### src/rtl/tetris_pkg.sv
// Shared Tetris definitions: score FSM states, line-clear point table and limits.
package tetris_pkg;

    localparam int SCORE_W         = 9;
    localparam int SCORE_MAX       = 511;
    localparam int LINES_PER_LEVEL = 10;
    localparam int LEVEL_MAX       = 15;
    localparam int LINES_MAX       = 1023;

    // Base points per event for 1..4 cleared lines, before the level multiplier
    localparam logic [3:0] PTS_1 = 4'd1;
    localparam logic [3:0] PTS_2 = 4'd3;
    localparam logic [3:0] PTS_3 = 4'd5;
    localparam logic [3:0] PTS_4 = 4'd8;

    typedef enum logic [1:0] {
        ST_IDLE   = 2'd0,
        ST_CALC   = 2'd1,
        ST_COMMIT = 2'd2
    } score_state_t;

    // Base points for a line count; anything outside 1..4 is worth nothing
    function automatic logic [3:0] pts_base(input logic [2:0] n);
        case (n)
            3'd1:    return PTS_1;
            3'd2:    return PTS_2;
            3'd3:    return PTS_3;
            3'd4:    return PTS_4;
            default: return 4'd0;
        endcase
    endfunction

endpackage

### src/rtl/score_points_lut.sv
// Combinational points lookup: base points for the line count times (level + 1).
module score_points_lut
    import tetris_pkg::*;
(
    input  logic [2:0] clear_lines,
    input  logic [3:0] level,
    output logic [7:0] pts
);

    logic [4:0] multiplier;
    logic [8:0] product;

    // Scale the base points by the level multiplier; 8 * 16 = 128 is the largest result
    always_comb begin
        // NOTE: every output of a combinational block is assigned on every path, so no latch can be inferred.
        multiplier = {1'b0, level} + 5'd1;
        product    = {5'd0, pts_base(clear_lines)} * {4'd0, multiplier};
        pts        = product[7:0];
    end

endmodule

### src/rtl/score_keeper.sv
// Tetris score keeper: accepts line-clear events, accumulates a saturating score,
// tracks level and total lines, and exposes a frame-synchronised score for display.
module score_keeper
    import tetris_pkg::*;
#(
    parameter int SCORE_W         = tetris_pkg::SCORE_W,
    parameter int SCORE_MAX       = tetris_pkg::SCORE_MAX,
    parameter int LINES_PER_LEVEL = tetris_pkg::LINES_PER_LEVEL,
    parameter int LEVEL_MAX       = tetris_pkg::LEVEL_MAX,
    parameter int LINES_MAX       = tetris_pkg::LINES_MAX
) (
    input  logic               clk_25MHz,
    input  logic               rst_n,
    input  logic               game_restart,
    input  logic               frame_start,
    input  logic               clear_valid,
    input  logic [2:0]         clear_lines,
    output logic               clear_ready,
    output logic [SCORE_W-1:0] score_disp,
    output logic [3:0]         level,
    output logic [9:0]         lines_total,
    output logic               score_sat
);

    score_state_t       state;
    logic [2:0]         lines_q;        // line count captured at accept
    logic [7:0]         pts_q;          // points computed in CALC
    logic [2:0]         add_q;          // lines to credit (0 for an illegal count)
    logic [SCORE_W-1:0] score_acc;
    logic [3:0]         lines_in_level;

    logic [7:0]         lut_pts;
    logic               lines_legal;
    logic [SCORE_W:0]   score_sum;
    logic [4:0]         level_sum;
    logic [10:0]        lines_sum;

    score_points_lut u_lut (
        .clear_lines (lines_q),
        .level       (level),
        .pts         (lut_pts)
    );

    // Commit-stage arithmetic, one bit wider than each register so the clamp sees the overflow
    always_comb begin
        lines_legal = (lines_q >= 3'd1) && (lines_q <= 3'd4);
        score_sum   = {1'b0, score_acc} + (SCORE_W+1)'(pts_q);
        level_sum   = {1'b0, lines_in_level} + {2'b00, add_q};
        lines_sum   = {1'b0, lines_total} + {8'd0, add_q};
    end

    // Event FSM with all game state; restart wins over everything and aborts an in-flight event
    always_ff @(posedge clk_25MHz or negedge rst_n) begin
        // NOTE: sequential state uses non-blocking assignments so every register samples pre-edge values.
        if (!rst_n) begin
            state          <= ST_IDLE;
            clear_ready    <= 1'b1;
            lines_q        <= '0;
            pts_q          <= '0;
            add_q          <= '0;
            score_acc      <= '0;
            lines_in_level <= '0;
            level          <= '0;
            lines_total    <= '0;
            score_sat      <= 1'b0;
        end else if (game_restart) begin
            state          <= ST_IDLE;
            clear_ready    <= 1'b1;
            lines_q        <= '0;
            pts_q          <= '0;
            add_q          <= '0;
            score_acc      <= '0;
            lines_in_level <= '0;
            level          <= '0;
            lines_total    <= '0;
            score_sat      <= 1'b0;
        end else begin
            case (state)
                ST_IDLE: begin
                    if (clear_valid && clear_ready) begin
                        lines_q     <= clear_lines;
                        clear_ready <= 1'b0;
                        state       <= ST_CALC;
                    end
                end
                ST_CALC: begin
                    // Uses the level in force before this event commits
                    pts_q <= lut_pts;
                    add_q <= lines_legal ? lines_q : 3'd0;
                    state <= ST_COMMIT;
                end
                ST_COMMIT: begin
                    if (score_sum >= (SCORE_W+1)'(SCORE_MAX)) begin
                        score_acc <= SCORE_W'(SCORE_MAX);
                        score_sat <= 1'b1;
                    end else begin
                        score_acc <= score_sum[SCORE_W-1:0];
                    end
                    if (lines_sum > 11'(LINES_MAX)) begin
                        lines_total <= 10'(LINES_MAX);
                    end else begin
                        lines_total <= lines_sum[9:0];
                    end
                    // At most one level step per event; the remainder carries into the next level
                    if (level_sum >= 5'(LINES_PER_LEVEL)) begin
                        lines_in_level <= 4'(level_sum - 5'(LINES_PER_LEVEL));
                        if (level < 4'(LEVEL_MAX)) begin
                            level <= level + 4'd1;
                        end
                    end else begin
                        lines_in_level <= level_sum[3:0];
                    end
                    clear_ready <= 1'b1;
                    state       <= ST_IDLE;
                end
                default: begin
                    clear_ready <= 1'b1;
                    state       <= ST_IDLE;
                end
            endcase
        end
    end

    // Display shadow: copies the score only at frame start, so a commit on the same edge shows next frame
    always_ff @(posedge clk_25MHz or negedge rst_n) begin
        if (!rst_n) begin
            score_disp <= '0;
        end else if (game_restart) begin
            score_disp <= '0;
        end else if (frame_start) begin
            score_disp <= score_acc;
        end
    end

endmodule

### config.mk
export PLATFORM = sky130hd
export DESIGN_NAME = score_keeper
export DESIGN_NICKNAME = d
export VERILOG_FILES = /design/src/rtl/tetris_pkg.sv /design/src/rtl/score_points_lut.sv /design/src/rtl/score_keeper.sv
export SDC_FILE = /design/constraint.sdc
export NUM_CORES = 1
export LEC_CHECK = 0
export ABC_AREA = 0
export BUFFER_PORTS_ARGS = -buffer_cell sky130_fd_sc_hd__buf_2
export CORE_UTILIZATION = 35
export CTS_CLUSTER_DIAMETER = 200
export CTS_CLUSTER_SIZE = 30
export DETAILED_ROUTE_END_ITERATION = 12
export PLACE_DENSITY = 0.54
export SYNTH_ARGS = -nofsm -noshare
export SYNTH_HDL_FRONTEND = slang
export SYNTH_SLANG_ARGS = --single-unit
### constraint.sdc
create_clock -name clk_25MHz -period 3.04 [get_ports clk_25MHz]
set_input_delay 0.608 -clock clk_25MHz [delete_from_list [all_inputs] [get_ports clk_25MHz]]
set_output_delay 0.608 -clock clk_25MHz [all_outputs]
set_load 0.005 [all_outputs]
==> results of run 1 <==
per-stage QoR:
stage	total power (W)	worst slack [ps]
final	0.00133	-84.9
after global routing	0.00140	-302
after CTS	0.00135	-111
after detailed placement	0.000878	-134
after global placement	0.000877	-65.7
after floorplan	0.000817	-22.8
registers in the layout, indices dropped and copies added (netlist names):
register / flops
lines_total: 10
score_acc: 9
score_disp: 9
pts_q: 8
level: 4
lines_in_level: 4
add_q: 3
lines_q: 3
state: 2
clear_ready: 1
score_sat: 1
cell type report:
type,instances,area [µm²]
Fill cell,1008,5520
Clock buffer,7,96.3
Inverter,17,63.8
Multi-Input combinational cell,282,2170
Clock inverter,1,8.76
Sequential cell,54,1360
Tap cell,133,166
Timing Repair Buffer,70,445
cell usage in the layout, fill, tap and decap left out, types with 7 or more instances in the layout:
| cell | synthesis | routed |
|---|---|---|
| a21o_1 | 9 | 9 |
| nand3_1 | 13 | 13 |
| buf_4 | 0 | 38 |
| inv_1 | 17 | 16 |
| a21oi_1 | 33 | 31 |
| fa_1 | 9 | 8 |
| nand2b_1 | 7 | 7 |
| mux2i_1 | 22 | 22 |
| xnor2_1 | 11 | 9 |
| o21ai_0 | 8 | 8 |
| buf_2 | 0 | 32 |
| clkbuf_8 | 0 | 7 |
| nor2_1 | 53 | 52 |
| o21ai_1 | 7 | 7 |
| dfrtp_1 | 53 | 51 |
| nand2_1 | 14 | 12 |
| ha_1 | 27 | 25 |
cell usage after synthesis (6+ instances only):
master	n
dfrtp_1	53
nor2_1	53
a21oi_1	33
ha_1	27
mux2i_1	22
inv_1	17
nand2_1	14
nand3_1	13
xnor2_1	11
clkbuf_1	10
a21o_1	9
fa_1	9
o21ai_0	8
nand2b_1	7
o21ai_1	7
and3_1	6
nor3_1	6
xor2_1	6
logic make-up after synthesis:
group                    synth area share
AO/OA/AOI/OAI                       0.167
XOR/XNOR                           0.0418
AND/OR/NAND/NOR                     0.164
multiplexers                       0.0682
adder cells (fa/ha/maj)             0.145
flip-flops                          0.380
buffers and inverters              0.0337
repair_timing:
item | CTS | global route
cloned | 0 | 0
hold endpoints to repair | 0 | 0
gates resized for setup | 6 | 2
endpoints found under the setup margin | 3 | 4
pin swaps | 1 | 2
buffers inserted | 5 | 1
power by group through the flow:
stage               Sequential [W]  Clock, W  Combinational, W
floorplan                 0.000751         0         0.0000660
global placement          0.000751         0          0.000125
detailed placement        0.000752         0          0.000127
CTS                       0.000738  0.000482          0.000132
global route              0.000739  0.000509          0.000149
finish                    0.000737  0.000459          0.000131
routing by layer:
layer | vias up | track usage | wire length (µm)
met2 | 43 | 0.275 | 3480
met3 | 7 | 0.0237 | 199
met4 | 0 | 0.0390 | 74
li1 | 1415 | - | -
met5 | - | 0 | 0
met1 | 1348 | 0.222 | 4020
worst min path at each step:
stage | depth (start not counted) | to
after detailed placement | 2 | score_sat
after global routing | 1 | lines_total[3]
final | 1 | lines_total[3]
after floorplan | 0 | add_q[0]
after global placement | 2 | score_sat
after CTS | 1 | lines_total[3]
==> reports/results.ini, run 1 <==
[global_route]
grt_pass1_vias=2867
grt_usage=0.164
grt-ovfl-total=0
antenna_found_initial=0
grt_pass1_wl_um=13600
grt_max_degree=48

[drt]
postRouteAntennaNets=0
remaining_drc_errors=0
detail_route.vias_per_cell=4.99
wl_um=7770
via_count=2813
wl_per_cell_um=13.8
dr.pass1.iters=4
drt_iter0_markers=96

[synth]
async_flop_share=1.00
synth_top_area_frac=0.372
ys_types=53
syn_area_mm2=0.00356
seq_area_frac_synth=0.380
synth_ff_type=dfrtp_1
avgSynthCellArea_um2=9.73
syn_nets=410
syn_inst=366
yosysWarnings=0
synthTopCellsByArea=dfrtp_1 37%, ha_1 9.5%, mux2i_1 6.2%
yosys.area.top_type=dfrtp_1
synth_edf_count=0
synth_seq_cells=54

[placement]
dpl_cell_area_mm2=0.00412
portBuffers=32
dpl.hpwl_um=5730
gp_congestion=0.853
dp_cells=550

[setup_path]
r2r_setup_slack_ps=-80
cp_max_fo=3
cp.depth=14
crit_path_end=pts_q[7]
crit_chain=nor2_2 > nand2_2 > or2_4 > fa_1 > inv_1 > fa_1 > ha_1 > a21o_1 > a21oi_2 > o21bai_1 > a21oi_1 > xnor2_1 > mux2i_1 > nor2_1
timing.rr.end=pts_q[7]
endpoint_kind=flip-flop
startpoint_type=flip-flop
critPathRequiredTime_ps=3230
path_buf_inv=1
critPathArrivalTime_ps=3310
crit_path_frequent_cell=fa_1
crit_slowest_cell=fa_1
timing.rr.start=lines_q[1]
ff2ff_path_depth=14
crit_type=flip-flop to flip-flop
crit_family=adder cells
cpPeakStageDelay_ps=530
critPathLaunch=lines_q[1]

[power]
p_sw_w=0.000336
seqPwrFrac=0.555
clkPwrFrac=0.346
powerDensity_mw_per_mm2=308
ir_drop_mv=0.154
combPwrFrac=0.099
power.leakage_nw=2.24
internal-power_w=0.000992
switching_share=0.253

[clock_network]
htreeDepth=2
cts.clk_slew.worst_paths_ps=100
clock_latency_ps=310
cts_sinks=54
cts_buffer_depth=2
postCtsHoldBufs=0
cts_tree=built
cts_made_buffers=5
root_buffer=clkbuf_8

[timing]
drv_slew=0
fin_hold_ws_ps=189
rsz0062_at_grt=yes
timing.final.ws_setup_ps=-84.9
max_slew_margin=0.467
period_needed_ps=3120
skew_ps=11.1
worst_pin_slew_ps=799
setup_viol=3
max_freq_ghz=0.320
finalSetupTns_ps=-168
final.period_utilization=1.03
finalHoldViolCount=0

[floorplanning]
io_pins=33
core_area_mm2=0.00982
fp.dieArea_mm2=0.0106
num_rows=36
start_util=0.363
die_y_um=103
die_width_um=103

[run_status]
violations=setup timing
status=finished, violations left

[finish]
fin_util=0.438
instances_no_fill=564
layout.nets=474
antenna_cells=0
final_area_mm2=0.00430
area_delta_synth_final_pct=20.9
drive_gt1_frac=0.262

[run]
drv_cap=0

[min_path]
hold_path_class=input pin to async pin

(Power assumes the default switching activity.)
==> run 2, diff against run 1 <==
--- a/config.mk
+++ b/config.mk
@@ -5,7 +5,7 @@
 export SDC_FILE = /design/constraint.sdc
 export NUM_CORES = 1
 export LEC_CHECK = 0
-export ABC_AREA = 0
+export ABC_AREA = 1
 export BUFFER_PORTS_ARGS = -buffer_cell sky130_fd_sc_hd__buf_2
 export CORE_UTILIZATION = 35
 export CTS_CLUSTER_DIAMETER = 200
==> run 2 against run 1 <==
Net effect:
- the run still ends with setup timing left
- non-clock buffer count is 1 higher
- core utilization is 0.88 points higher
- final area is 2.9% higher
==> reports/results.ini, run 2 <==
[synth]
synth_seq_cells=54  ; unchanged
seq_area_frac_synth=0.374  ; -0.00617
yosysMostFrequentCell=nand2_1
synth_edf_count=0  ; unchanged
synth_ff_type=dfrtp_1
syn_area_mm2=0.00362  ; +1.7%
syn_nets=522  ; +27%
syn_inst=478  ; +31%
ys_types=33  ; -38%
async_flop_share=1.00  ; unchanged
yosys.area.top_type=dfrtp_1
ys_top_cells_by_count=123 x nand2_1, 82 x inv_1, 53 x dfrtp_1, 47 x nand3_1, 42 x nor2_1
yosysWarnings=0  ; unchanged
synth_top_area_frac=0.366  ; -0.00605
synthTopCellsByArea=dfrtp_1 37%, nand2_1 13%, ha_1 9.3%
avgSynthCellArea_um2=7.57  ; -22%

[power]
powerDensity_mw_per_mm2=284  ; -8.0%
ir_drop_mv=0.201  ; +31%
power.leakage_nw=2.37  ; +5.9%

[placement]
dpl.hpwl_um=6510  ; +14%
portBuffers=32  ; unchanged
gp_congestion=0.818  ; -4.0%
dpl_cell_area_mm2=0.00415  ; +0.73%
dp_cells=662  ; +20%
pre_cts_slack_ps=-50.4  ; +83.2 ps

[run_status]
status=finished, violations left
violations=setup timing

[clock_network]
cts_tree=built
htreeDepth=2  ; unchanged
postCtsHoldBufs=0  ; unchanged
cts_made_buffers=5  ; unchanged
cts_buffer_depth=2  ; unchanged
cts_sinks=54  ; unchanged
clock_latency_ps=320  ; about the same
cts.clk_slew.worst_paths_ps=100  ; about the same
root_buffer=clkbuf_8

[global_route]
grt_pass1_wl_um=14300  ; +5.6%
grt_pass1_vias=3018  ; +5.3%
grt-ovfl-total=0  ; unchanged
antenna_found_initial=0  ; unchanged
grt_max_degree=33  ; -31%
grt_usage=0.163  ; -0.000689

[finish]
reg.largest.list=lines_total: 10 flops, score_acc: 9 flops, score_disp: 9 flops
mostFrequentLayoutCells=120 x nand2_1, 76 x inv_1, 52 x dfrtp_1
fin_util=0.447  ; +0.00877
instances_no_fill=680  ; +21%
regMostFlops=lines_total
largest_reg_flops=10  ; unchanged
antenna_cells=0  ; unchanged
layout.nets=591  ; +25%
area_delta_synth_final_pct=22.4
final_area_mm2=0.00443  ; +2.9%
layout.area.seq_mm2=0.00135  ; about the same
multi_input_area_mm2=0.00206  ; -5.0%
fill_cells=1033  ; +2.5%
layout_commonest_cell=nand2_1
drive_gt1_frac=0.216  ; -0.0465

[floorplanning]
die_width_um=104  ; +0.81%
core_area_mm2=0.00991  ; +0.92%
io_pins=33  ; unchanged
num_rows=36  ; unchanged
start_util=0.365  ; +0.00264
fp.dieArea_mm2=0.0108  ; +1.6%
die_y_um=104  ; +0.81%

[timing]
max_slew_margin=0.516  ; +0.0485
rsz0062_at_grt=yes
final.period_utilization=1.01  ; -0.0199
period_needed_ps=3060  ; -60.5 ps
skew_ps=12.5  ; +1.41 ps
finalHoldViolCount=0  ; unchanged
timing.final.ws_setup_ps=-24.4  ; +60.5 ps
drv_slew=0  ; unchanged
finalSetupTns_ps=-24.4  ; +144 ps
setup_viol=1  ; -2
worst_pin_slew_ps=726  ; -72.8 ps
max_freq_ghz=0.326  ; +2.0%

[drt]
via_count=3202  ; +14%
postRouteAntennaNets=0  ; unchanged
wl_met1_um=4230  ; +5.3%
wl_um=8550  ; +10%
drt_iter0_markers=87  ; -9.4%
routed.top_layer=met4
dr.pass1.iters=4  ; unchanged
detail_route.vias_per_cell=4.71  ; -5.6%
wl_per_cell_um=12.6  ; -8.8%
remaining_drc_errors=0  ; unchanged
route.met3.wl_um=215  ; +8.0%
wl_met2_um=4040  ; +16%

[setup_path]
crit_chain=ha_4 > xor2_4 > inv_2 > nor2_2 > fa_1 > inv_1 > fa_1 > inv_2 > ha_4 > nand3_2 > nand2_2 > nand2_2 > nand2_2 > a21oi_2 > and2_1 > o21ai_1 > nand2_1
critPathRequiredTime_ps=3250  ; +20 ps
crit_path_frequent_cell=nand2_2
endpoint_kind=flip-flop
crit_slowest_cell=fa_1
critPathArrivalTime_ps=3280  ; -30 ps
cpPeakStageDelay_ps=520  ; about the same
startpoint_type=flip-flop
crit_type=flip-flop to flip-flop
cp_max_fo=4  ; +1

[run]
drv_cap=0  ; unchanged

[min_path]
hold_path_class=input pin to async pin

-- run 2: metal layers --
layer,track usage,vias to the layer above
met1,0.225,1493
met3,0.0252,7
met2,0.272,46
met4,0.0306,0
met5,0,-
li1,-,1656
-- run 2: repair_timing --
action / 4_1_cts / 5_1_grt
pin swaps: 14 / 8
setup buffers: 6 / 5
gates resized for setup: 14 / 21
endpoints found under the setup margin: 3 / 4
-- run 2: cell families after synthesis --
logic type / count (synthesis) / share of synthesized area
buffers and inverters: 91 / 0.0964
xor gates and xnor gates: 10 / 0.0242
adders and majority gates: 36 / 0.143
DFF: 54 / 0.374
and+or+nand+nor: 229 / 0.269
AOI/OAI and AO/OA: 58 / 0.0937
-- run 2: worst paths after layout --
path	endpoint	slack (ps)	depth (start not counted)	startpoint
setup / recovery	pts_q[7]	-20	17	level[0]
hold / removal	pts_q[7]	340	1	rst_n
setup reg to reg	pts_q[7]	-20	17	level[0]
hold reg to reg	lines_in_level[2]	500	2	lines_in_level[2]
max in group asynchronous	clear_ready	1970	2	rst_n
min in group clk_25MHz	lines_q[2]	490	3	clear_lines[2]
-- run 2: layout make-up --
type | count | share of cell area
Clock buffer | 5 | 0.0155
Clock inverter | 2 | 0.00311
Inverter | 82 | 0.0695
Multi-Input combinational cell | 333 | 0.465
Sequential cell | 54 | 0.306
Tap cell | 133 | 0.0376
Timing Repair Buffer | 71 | 0.104
-- run 2: per-stage QoR --
step,total power [W],hold WS (ps)
4_1_cts,0.00126,360
5_1_grt,0.00131,398
3_3_place_gp,0.000845,474
3_5_place_dp,0.000845,478
2_1_floorplan,0.000793,312
6_report,0.00126,339
-- run 2: critical path: cells and delay by family (launching register included) --
family / cells / cell delay (ps)
xor gates and xnor gates: 1 / 160
buffers and inverters: 3 / 170
and+or+nand+nor: 7 / 510
AOI/OAI and AO/OA: 2 / 170
DFF: 1 / 440
adders and majority gates: 4 / 1510
-- run 2: power by group --
group	total [W]	switching (W)	leakage, nW	internal (W)
clock	0.000418	0.000257	0.0444	0.000160
sequential	0.000733	0.00000725	0.747	0.000726
combinational	0.000106	0.0000730	1.58	0.0000334
total	0.00126	0.000338	2.37	0.000919
==> run 3, diff against run 2 <==
--- a/config.mk
+++ b/config.mk
@@ -7,6 +7,7 @@
 export LEC_CHECK = 0
 export ABC_AREA = 1
 export BUFFER_PORTS_ARGS = -buffer_cell sky130_fd_sc_hd__buf_2
+export CORE_ASPECT_RATIO = 0.6
 export CORE_UTILIZATION = 35
 export CTS_CLUSTER_DIAMETER = 200
 export CTS_CLUSTER_SIZE = 30
==> run 3 against run 2 <==
Net effect:
- the run still ends with setup timing left
- first-iteration DRC count grew to 2.5 times the previous value
- worst hold slack worse by 83 ps
- sequential share of layout area is 0.88 points lower
- non-clock buffer count is 5 higher
- sequential power hardly changed
- via count is 3.2% higher
- critical path type unchanged
- highest routed layer unchanged
==> reports/results.ini, run 3 (synthesized netlist as in run 2, its figures left out) <==
[timing]
timing.final.ws_setup_ps=-131  ; -106 ps
drv_slew=0  ; unchanged
rsz0062_at_grt=yes
setup_viol=2  ; +1
max_freq_ghz=0.315  ; -3.4%
final.period_utilization=1.04  ; +0.0350
period_needed_ps=3170  ; +106 ps
worst_pin_slew_ps=615  ; -111 ps
skew_ps=4.51  ; -7.96 ps
finalHoldViolCount=0  ; unchanged
max_slew_margin=0.590  ; +0.0738

[finish]
reg.largest.list=lines_total: 10 flops, score_acc: 9 flops, score_disp: 9 flops
fill_cells=1025  ; -0.77%
area_delta_synth_final_pct=26.0
largest_reg_flops=10  ; unchanged
layout_commonest_cell=nand2_1
regMostFlops=lines_total
antenna_cells=0  ; unchanged
mostFrequentLayoutCells=118 x nand2_1, 77 x inv_1, 52 x dfrtp_1
layout.nets=596  ; +0.85%
drive_gt1_frac=0.226  ; +0.0103
instances_no_fill=688  ; +1.2%

[clock_network]
cts_made_buffers=5  ; unchanged
postCtsHoldBufs=0  ; unchanged
clock_latency_ps=300  ; -20 ps
cts_tree=built
cts_buffer_depth=2  ; unchanged
cts.clk_slew.worst_paths_ps=70  ; -30 ps
cts_sinks=54  ; unchanged
htreeDepth=2  ; unchanged
root_buffer=clkbuf_16

[drt]
wl_um=9260  ; +8.4%
wl_per_cell_um=13.5  ; +7.1%
route.met3.wl_um=475  ; +120%
via_count=3305  ; +3.2%
wl_met2_um=3710  ; -8.4%
routed.top_layer=met4
dr.pass1.iters=5  ; +1
wl_met1_um=5030  ; +19%
drt_iter0_markers=218  ; +150%
postRouteAntennaNets=0  ; unchanged
remaining_drc_errors=0  ; unchanged
detail_route.vias_per_cell=4.80  ; +2.0%

[setup_path]
crit_chain=ha_4 > xor2_4 > inv_2 > nor2_2 > fa_1 > inv_2 > fa_1 > inv_2 > ha_4 > a21oi_2 > nand2_2 > nand2_2 > nand2_2 > a21oi_2 > nor2_1 > o21ai_1 > nand2_1
cpPeakStageDelay_ps=550  ; +30 ps
startpoint_type=flip-flop
critPathRequiredTime_ps=3230  ; -20 ps
crit_slowest_cell=fa_1
cp_max_fo=4  ; unchanged
critPathArrivalTime_ps=3360  ; +80 ps
endpoint_kind=flip-flop
crit_type=flip-flop to flip-flop

[global_route]
grt_pass1_vias=3119  ; +3.3%
grt-ovfl-total=0  ; unchanged
grt_usage=0.185  ; +0.0221
antenna_found_initial=0  ; unchanged
grt_pass1_wl_um=15500  ; +8.4%
grt_max_degree=36  ; +9.1%

[power]
power.leakage_nw=2.43  ; +2.4%
power_w=0.00150  ; +19%
powerDensity_mw_per_mm2=328  ; +16%
ir_drop_mv=0.246  ; +22%

[floorplanning]
start_util=0.364  ; -0.00147
io_pins=33  ; unchanged
die_y_um=80.8  ; -22%
core_area_mm2=0.00995  ; +0.40%
num_rows=28  ; -22%
die_width_um=133  ; +29%
fp.dieArea_mm2=0.0108  ; +0.13%

[run_status]
status=finished, violations left
violations=setup timing

[placement]
dpl.hpwl_um=7060  ; +8.5%
dp_cells=666  ; +0.60%
portBuffers=32  ; unchanged
gp_congestion=0.823  ; +0.60%

[min_path]
hold_path_class=input pin to async pin

[run]
drv_cap=0  ; unchanged

run 3: per-layer routing:
layer / vias to the layer above / global-route usage
met2: 68 / 0.271
met5: - / 0
met1: 1558 / 0.281
met3: 6 / 0.0368
met4: 0 / 0.0341
li1: 1673 / -
run 3: worst paths after layout:
| check | endpoint | cells after the start | from | slack, ps |
|---|---|---|---|---|
| hold / removal | score_acc[7] | 1 | rst_n | 260 |
| hold reg to reg | lines_in_level[2] | 2 | lines_in_level[2] | 490 |
| setup reg to reg | pts_q[7] | 17 | level[0] | -130 |
| setup / recovery | pts_q[7] | 17 | level[0] | -130 |
| max in group asynchronous | level[2] | 2 | rst_n | 1910 |
| min in group clk_25MHz | lines_in_level[2] | 2 | lines_in_level[2] | 490 |
run 3: per-stage QoR:
step	hold WS, ps	setup WS (ps)	TNS (ps)	utilization	cell area (µm²)
floorplan	312	5.16	0	-	3650
global placement	472	-39.8	-61.8	0.418	4160
detailed placement	477	-141	-340	0.418	4160
CTS	274	-60.1	-60.1	0.449	4470
global route	284	-265	-570	0.459	4560
finish	256	-131	-199	0.459	4560
run 3: cell type report:
type,instances,area (µm²),area share
inverter,82,308,0.0675
sequential,54,1350,0.297
tap,135,169,0.0370
clock buffer,5,125,0.0274
clock inverter,3,40.0,0.00878
timing repair buffer,76,498,0.109
multi-input combinational,333,2070,0.453
run 3: timing repair:
item | 4_1_cts | 5_1_grt
buffers inserted | 10 | 4
setup endpoints to repair | 3 | 4
cloned | 0 | 0
gates resized for setup | 17 | 19
pin swaps | 15 | 21
hold endpoints to repair | 0 | 0
run 3: report_power, final:
part           leakage, nW  internal, W  total, W  switching (W)
Sequential           0.747     0.000726  0.000731     0.00000539
Combinational         1.60    0.0000328  0.000110      0.0000767
Clock               0.0836     0.000386  0.000658       0.000271
run 3: worst max-delay path: cells and delay by family (launching register included):
family	cells	cell delay (ps)
AND/OR/NAND/NOR	6	360
AO/OA/AOI/OAI	3	430
buffers and inverters	3	160
flip-flops	1	430
adder cells (fa/ha/maj)	4	1520
XOR/XNOR	1	160
